--- src/rtl/bus_pkg.sv ---
// Shared bus definitions: default word widths, requester count, arbiter FSM states.
// Latency: none (type and constant definitions only).
// Backpressure: none.
package bus_pkg;

  localparam int BUS_WIDTH  = 32;
  localparam int CTRL_WIDTH = 8;
  localparam int N_REQ      = 8;

  typedef enum logic [1:0] {
    IDLE  = 2'd0,
    GRANT = 2'd1,
    TURN  = 2'd2
  } state_t;

endpackage

--- src/rtl/rr_pick8.sv ---
// Round-robin pick: first set request bit scanning from ptr upward, modulo 8.
// Latency: purely combinational.
// Backpressure: none; found=0 when no request is set (idx is then 0).
module rr_pick8 (
  input  logic [7:0] req,
  input  logic [2:0] ptr,
  output logic       found,
  output logic [2:0] idx
);

  logic [2:0] cand;

  // Scan from ptr+7 down to ptr so the lowest rotated offset is the last (winning) assignment.
  always_comb begin
    found = |req;
    idx   = 3'd0;
    cand  = 3'd0;
    for (int k = 7; k >= 0; k--) begin
      cand = ptr + k[2:0];
      if (req[cand]) idx = cand;
    end
  end

endmodule

--- src/rtl/bus_arbiter_rr.sv ---
// Round-robin owner arbiter and data/control mux for the shared bus, with a dead turnaround cycle.
// Latency: request to ack one cycle; release to next ack at least three cycles (two all-low cycles).
// Backpressure: an owner keeps the bus while its req stays high; BUS_ARB_TIMEOUT_EN adds a hold limit.
module bus_arbiter_rr
  import bus_pkg::*;
#(
  parameter int BUS_WIDTH  = bus_pkg::BUS_WIDTH,
  parameter int CTRL_WIDTH = bus_pkg::CTRL_WIDTH,
  parameter int N_REQ      = bus_pkg::N_REQ,
  parameter int MAX_HOLD   = 64
) (
  input  logic                        clk50MHz,
  input  logic                        rst_L,
  input  logic [N_REQ-1:0]            req,
  input  logic [N_REQ*BUS_WIDTH-1:0]  bus_in,
  input  logic [N_REQ*CTRL_WIDTH-1:0] ctrl_in,
  output logic [N_REQ-1:0]            ack,
  output logic [BUS_WIDTH-1:0]        bus_out,
  output logic [CTRL_WIDTH-1:0]       ctrl_out,
  output logic [2:0]                  grant_id,
  output logic                        busy
`ifdef BUS_ARB_TIMEOUT_EN
  ,
  output logic                        timeout
`endif
);

  // The grant index is 3 bits wide and the hold limit must allow at least one retained cycle.
  if (N_REQ != 8) begin : g_bad_nreq
    $error("bus_arbiter_rr supports exactly 8 requesters");
  end
  if (MAX_HOLD < 2) begin : g_bad_hold
    $error("bus_arbiter_rr MAX_HOLD must be at least 2");
  end

  state_t     state, state_nxt;
  logic [2:0] g;
  logic [2:0] ptr;
  logic       found;
  logic [2:0] win_idx;
  logic       take_grant;

  rr_pick8 u_pick (
    .req   (req),
    .ptr   (ptr),
    .found (found),
    .idx   (win_idx)
  );

`ifdef BUS_ARB_TIMEOUT_EN
  localparam int HOLD_W = $clog2(MAX_HOLD);
  logic [HOLD_W-1:0] hold_cnt;
  logic              hold_expire;
`endif

  // Next-state logic: grant from IDLE, release on req drop (or hold expiry), one dead TURN cycle.
  always_comb begin
    state_nxt  = state;
    take_grant = 1'b0;
`ifdef BUS_ARB_TIMEOUT_EN
    hold_expire = 1'b0;
`endif
    unique case (state)
      IDLE: begin
        if (found) begin
          state_nxt  = GRANT;
          take_grant = 1'b1;
        end
      end
      GRANT: begin
        if (!req[g]) begin
          state_nxt = TURN;
        end
`ifdef BUS_ARB_TIMEOUT_EN
        else if (hold_cnt == HOLD_W'(MAX_HOLD - 1)) begin
          state_nxt   = TURN;
          hold_expire = 1'b1;
        end
`endif
      end
      TURN:    state_nxt = IDLE;
      default: state_nxt = IDLE;
    endcase
  end

  // State, owner, pointer and registered grant outputs; reset discards any transfer in flight.
  always_ff @(posedge clk50MHz) begin
    if (!rst_L) begin
      state    <= IDLE;
      g        <= 3'd0;
      ptr      <= 3'd0;
      ack      <= '0;
      busy     <= 1'b0;
      grant_id <= 3'd0;
    end else begin
      state <= state_nxt;
      if (take_grant) begin
        g        <= win_idx;
        ptr      <= win_idx + 3'd1;
        grant_id <= win_idx;
        ack      <= N_REQ'(1) << win_idx;
        busy     <= 1'b1;
      end else if (state_nxt != GRANT) begin
        ack  <= '0;
        busy <= 1'b0;
      end
    end
  end

`ifdef BUS_ARB_TIMEOUT_EN
  // Hold counter restarts on each grant; timeout pulses in the cycle ack falls due to expiry.
  always_ff @(posedge clk50MHz) begin
    if (!rst_L) begin
      hold_cnt <= '0;
      timeout  <= 1'b0;
    end else begin
      timeout <= hold_expire;
      if (take_grant) begin
        hold_cnt <= '0;
      end else if (state == GRANT) begin
        hold_cnt <= hold_cnt + 1'b1;
      end
    end
  end
`endif

  // Owner's words go onto the bus only while granted; the bus is parked at zero otherwise.
  always_comb begin
    bus_out  = '0;
    ctrl_out = '0;
    if (state == GRANT) begin
      bus_out  = bus_in[g*BUS_WIDTH +: BUS_WIDTH];
      ctrl_out = ctrl_in[g*CTRL_WIDTH +: CTRL_WIDTH];
    end
  end

endmodule

--- config.mk ---
export PLATFORM = sky130hd
export DESIGN_NAME = bus_arbiter_rr
export DESIGN_NICKNAME = d
export VERILOG_FILES = /design/src/rtl/bus_pkg.sv /design/src/rtl/rr_pick8.sv /design/src/rtl/bus_arbiter_rr.sv
export SDC_FILE = /design/constraint.sdc
export NUM_CORES = 1
export LEC_CHECK = 0
export CAP_MARGIN = 20
export CELL_PAD_IN_SITES_DETAIL_PLACEMENT = 1
export CELL_PAD_IN_SITES_GLOBAL_PLACEMENT = 1
export CORE_AREA = 4 4 145 147
export DETAILED_ROUTE_END_ITERATION = 10
export DIE_AREA = 0 0 149 151
export GPL_ROUTABILITY_DRIVEN = 0
export GPL_TIMING_DRIVEN = 0
export PLACE_DENSITY = 0.9
export SLEW_MARGIN = 0
export SYNTH_ARGS = -nofsm -noshare
export SYNTH_HDL_FRONTEND = slang
export SYNTH_SLANG_ARGS = --single-unit
export TNS_END_PERCENT = 50
--- constraint.sdc ---
create_clock -name clk50MHz -period 8.3 [get_ports clk50MHz]
set_input_delay 2.49 -clock clk50MHz [delete_from_list [all_inputs] [get_ports clk50MHz]]
set_output_delay 2.49 -clock clk50MHz [all_outputs]
set_load 0.01 [all_outputs]
-- Word level (Yosys, flattened, before mapping)
Index checks and enable logic that the tools add are counted.
- muxes and demuxes: 37
- add/sub/neg operators: 8
- order comparisons: 9
- reductions and logical operators: 3
- shift-type cells: 3
- eq/ne operators: 2
- operator list (cell ; number):
    variable part select 256 x 9 -> 32 bit ; 1
    variable part select 64 x 7 -> 8 bit ; 1
    less-than comparator 3 x 4 -> 1 bit (second input constant) ; 9
    two-way mux 32 bit ; 1
    binary-select mux 1 bit (select 3 bit) ; 9
    two-way mux 3 bit ; 8
    two-way mux 8 bit ; 3
    two-way mux 1 bit ; 13
    adder 3 bit (second input constant) ; 4
    OR reduction 8 bit ; 1
    << shifter 1 x 3 -> 8 bit (first input constant) ; 1
    adder 3 x 1 -> 3 bit (second input constant) ; 2
    adder 3 x 2 -> 3 bit (second input constant) ; 2
    two-way mux 2 bit ; 2
    case mux 2 bit (2 select lines) ; 1
    == test 2 x 1 -> 1 bit (second input constant) ; 1
    logical NOT 2 bit ; 1
    != test 2 x 1 -> 1 bit (second input constant) ; 1
    nonzero test 2 bit ; 1
- output and inout bits: 52
- word-level logic and storage cells: 67
- input port bits: 330
- bits in registers: 17

-- Logic depth before layout (Yosys ltp)
- word-level depth: 13
- gate-level depth with buffers: 14
- depth with buffers taken out: 12

-- Hierarchy
Synthesis repeated with hierarchy kept, for this count alone.
- cell total of the unflattened synthesis: 341
- area, all modules: 4108.9 um^2
- by module, submodules not included (module ; instances ; cells each ; area an instance (um^2) ; seq. area each (um^2)):
    bus_arbiter_rr ; 1 ; 256 ; 3316.9 ; 340.3
    rr_pick8 ; 1 ; 85 ; 792.0 ; 0.0

-- Worst setup path before layout
Ideal clock, no wire load.
- path type: input to output
- start: input bus_in[224]
- end: output bus_out[0]
- arrival time: 3.139 ns
- path slack: 2.671 ns
- stages: 3
- path through: mux4_2 -> mux2i_1 -> nor2_1
- cells in the longest elaborated chain, start to end: 2
- RTL lines (element ; line ; source):
    start: declaration ; bus_arbiter_rr.sv:15 ; input logic [N_REQ*BUS_WIDTH-1:0] bus_in,
    variable part select 256 x 9 -> 32 bit ; bus_arbiter_rr.sv:132 ; bus_out = bus_in[g*BUS_WIDTH +: BUS_WIDTH];
    two-way mux 32 bit ; bus_arbiter_rr.sv:131 ; if (state == GRANT) begin
    end: declaration ; bus_arbiter_rr.sv:18 ; output logic [BUS_WIDTH-1:0] bus_out,
Every way passes these cells.

-- Worst setup path in the final report
- start: input bus_in[196]
- end: output bus_out[4]
Same word-level chain as after synthesis.

==> qor_table.md <==
| Quantity | Reported |
| --- | --- |
| Result of the run | complete, no violations |
| Total power divided by cell area | 241 mW/mm^2 |
| Max-slew violation count | 0 |
| Worst-path maximum fanout | 1 |
| CTS tree | built |
| Switching power | 0.000902 W |
| Hold crit path type | register to register |
| Die extent in y | 151 um |
| Cell mode on critical path | clkdlybuf4s50_1 |
| Clock sinks | 17 |
| TritonCTS Buffers | 3 |
| Worst path buffer plus inverter count | 2 |
| Area share of the largest cell type after synthesis | 48.9% |
| Final setup violation count | 0 |
| Source of the worst register-to-register timing path | ptr[1]$_SDFFE_PN0P_ |
| Final cell count without fillers | 1016 |
| Worst voltage drop across the vdd grid | 0.000101 V |
| Met2 track demand over resource | 37.7% |
| FF+latch count, synth | 17 |
| Crit start category | input port |
| Arrival time worst endpoint | 4.22 ns |
| Final Hold Vio Count | 0 |
| F_max | 149 MHz |
| Largest net degree at the start of global routing | 11 |
| Number of nets produced by synthesis | 690 |
| Post-CTS setup buffer count | 0 |
| Final routed wire length divided by cell count | 24.4 um |
| Synthesized area per cell | 11.7 sq um |
| Die Area | 0.0225 sq mm |
| Synth top area cells | mux4_2, mux2i_1, dfxtp_1, mux4_1, nor2_1 |
| Number of detailed-routing iterations run before antenna repair | 4 |
| Final Core Density | 42.1% |
| FFs w/ async S/R, synth | 0% |
| Launch point of the worst hold path | ack[0]$_SDFFE_PN0P_ |
| Cells after Synth | 355 |
| Final layout net count | 1077 |
| RSZ-0062 raised after global routing | no |
| Number of antenna violations at the first check in global routing | 5 |
| CP max stage delay | 0.52 ns |
| Chip width | 149 um |
| Area of the core | 0.0199 sq mm |
| Cts-stage hold buffer count | 0 |
| Cell type group with the largest total delay on the critical path | buffers and inverters |
| Worst hold slack | 0.470 ns |
| Slowest stage cell, crit path | clkdlybuf4s50_1 |
| Clock share of power | 4.8% |
| Number of core rows | 52 |
| Congestion Overflow GR | 0 |
| Area delta synth->final | 103% |
| Initial detailed-routing violation count | 225 |
| CP endpoint kind | primary output |
| Net switching share of the total power | 44.6% |
| Post-synth EDFFs | 0 |
| Count of fill cells added during filler insertion | 2209 |
| Worst clock skew | 0.00457 ns |
| Leakage dissipation | 2.79 nW |
| Worst Max-Slew Pin Slew | 0.928 ns |
| Combinational fraction of design power | 88.6% |
| Setup_tns | 0 ns |
| Cell type with the highest aggregate area in the netlist | mux4_2 |
| HPWL reported at the end of detailed placement | 21700 um |
| Post-Synthesis Cell Area | 0.00414 sq mm |
| Post-CTS resize count | 0 |
| Busiest metal layer after global routing | met2 |
| Launching instance or port of the critical path | bus_in[196] |
| Type of the worst setup path | input port to primary output |
| Global-route usage over all layers | 20.1% |
| Max_cap viols | 0 |
| Maximum level of the CTS H-tree | 1 |
| Top FF cell, synth | dfxtp_1 |
| Worst slew margin relative to its limit | 38.1% |
| Starting utilization of the core area | 20.8% |
| Critical Path, Cell by Cell | clkdlybuf4s50_1 > mux4_2 > mux2i_1 > nor2_1 > clkdlybuf4s50_1 |
| Total of warnings raised by yosys | 0 |
| Antenna Violating Nets Remaining | 0 |
| Total via count after detailed routing | 5108 |
| Register clock-pin slew on the reported worst setup and hold paths | 0.05 ns |
| Number of top-level design ports | 382 |
| Count of port buffers added during placement | 381 |
| Maximum clock path buffer count | 2 |
| Final cycle utilization of the critical path | 80.8% |
| Internal power summed over all cells | 0.00112 W |
| Placed cell count | 1006 |
| Clk_lat worst skew | 0.25 ns |
| Fraction of met3 tracks used by global routing | 5.39% |
| Via/cell ratio | 5.03 |
| Final min period | 6.71 ns |
| M1 GR Usage | 22.3% |
| Register-to-Register Setup Slack | 4.61 ns |
| Number of global-route vias before repair | 5611 |
| Number of design rule violations left after detail routing | 0 |
| Global-route wire length before repair | 34400 um |
| Final WL | 24700 um |
| Part of the power in registers | 6.6% |
| Share of final-layout standard cells stronger than drive strength 1 | 15.5% |
| Worst path required time | 5.81 ns |
| Unique cell type count in the Yosys netlist | 52 |
| CTS root buffer | clkbuf_16 |
| Sequential-to-total area share from yosys stat | 8.22% |
-- per-layer routing --
layer	routed length (um)	part of all wire [%]	vias up
li1	-	-	2245
met2	13300	54	281
met3	2190	8.9	25
met5	0	0	-
met4	511	2.1	0
met1	8700	35	2557
-- cells in the mapped netlist (2+ instances only) --
cell      number
buf_1         13
a21boi_1       2
buf_6          2
mux4_1         7
nand2b_1       3
o21a_1         2
dfxtp_1       17
and2_1         4
buf_2          2
ha_1           5
mux2i_1       46
a21o_1         2
nor2b_1        7
clkbuf_1      22
nand2_1       13
nor4_1         2
mux4_2        90
inv_1          8
and3_1         2
a31oi_1        2
mux2i_4        2
a32oi_1        3
a21oi_1        6
mux2_2         7
a211oi_1       3
nand3_1        2
nor2_1        45
o21ai_0       12
-- layout make-up --
| cell class | instances | area [sq um] | area share (%) |
|---|---|---|---|
| inverter | 9 | 33.8 | 0.403 |
| timing repair buffer | 382 | 3820 | 45.5 |
| clock buffer | 3 | 75.1 | 0.895 |
| antenna | 5 | 12.5 | 0.149 |
| sequential | 17 | 340 | 4.06 |
| tap | 270 | 338 | 4.03 |
| clock inverter | 1 | 5.00 | 0.0596 |
| multi-input combinational | 290 | 3600 | 42.9 |
| buffer | 39 | 164 | 1.95 |
-- placed cells by master (no fill, tap or decap), types with 4 or more instances in the layout --
cell             instances
a21oi_1                  6
and2_1                   4
buf_1                   13
clkbuf_1                22
clkdlybuf4s50_1        381
dfxtp_1                 17
diode_2                  5
ha_1                     5
inv_1                    8
mux2_2                   7
mux2i_1                 46
mux4_1                   7
mux4_2                  90
nand2_1                 13
nor2_1                  45
nor2b_1                  7
o21ai_0                 12
-- worst register-to-register path: stages (launching register included) --
cell	delay, ns
dfxtp_1	0.36
buf_2	0.27
inv_1	0.17
ha_1	0.30
clkbuf_1	0.31
mux4_2	0.64
a221o_1	0.39
a32oi_1	0.20
o22ai_1	0.14
a21oi_4	0.30
ha_1	0.29
a21oi_1	0.13
nor2b_1	0.06
-- logic make-up (layout without fill, tap and decap cells) --
family / Yosys count / count (layout) / synth area share (%)
AOI/OAI and AO/OA: 47 / 47 / 8.22
xor gates and xnor gates: 2 / 2 / 0.423
adders and majority gates: 5 / 5 / 1.51
buffers and inverters: 48 / 434 / 4.77
DFF: 17 / 17 / 8.22
muxes: 152 / 152 / 67.5
other: 0 / 5 / 0
and+or+nand+nor: 84 / 84 / 9.37
-- final timing paths --
path / end / cells after the start
setup / recovery: bus_out[4] / 5
hold / removal: ack[0]$_SDFFE_PN0P_ / 2
setup reg to reg: ptr[2]$_SDFFE_PN0P_ / 12
hold reg to reg: ack[0]$_SDFFE_PN0P_ / 2
-- power groups by stage --
stage	clock network, W	registers, W	logic, W
after floorplan	0	0.000136	0.00115
after global placement	0	0.000134	0.00175
after detailed placement	0	0.000135	0.00180
after CTS	0.0000975	0.000134	0.00181
after global routing	0.000103	0.000137	0.00193
final	0.0000968	0.000134	0.00179
-- registers in the layout (all words and copies together), names as in the netlist --
| name | flops |
|---|---|
| ack | 8 |
| busy | 1 |
| g | 3 |
| ptr | 3 |
| state | 2 |
-- through the flow --
stage               setup WS (ns)  total power, W  instance area (sq um)
global route                 1.51         0.00217                   8390
finish                       1.59         0.00202                   8390
CTS                          1.56         0.00204                   8370
floorplan                    2.67         0.00129                   4140
global placement             1.60         0.00189                   8290
detailed placement           1.57         0.00194                   8290
Power figures use the tool's default switching activity.
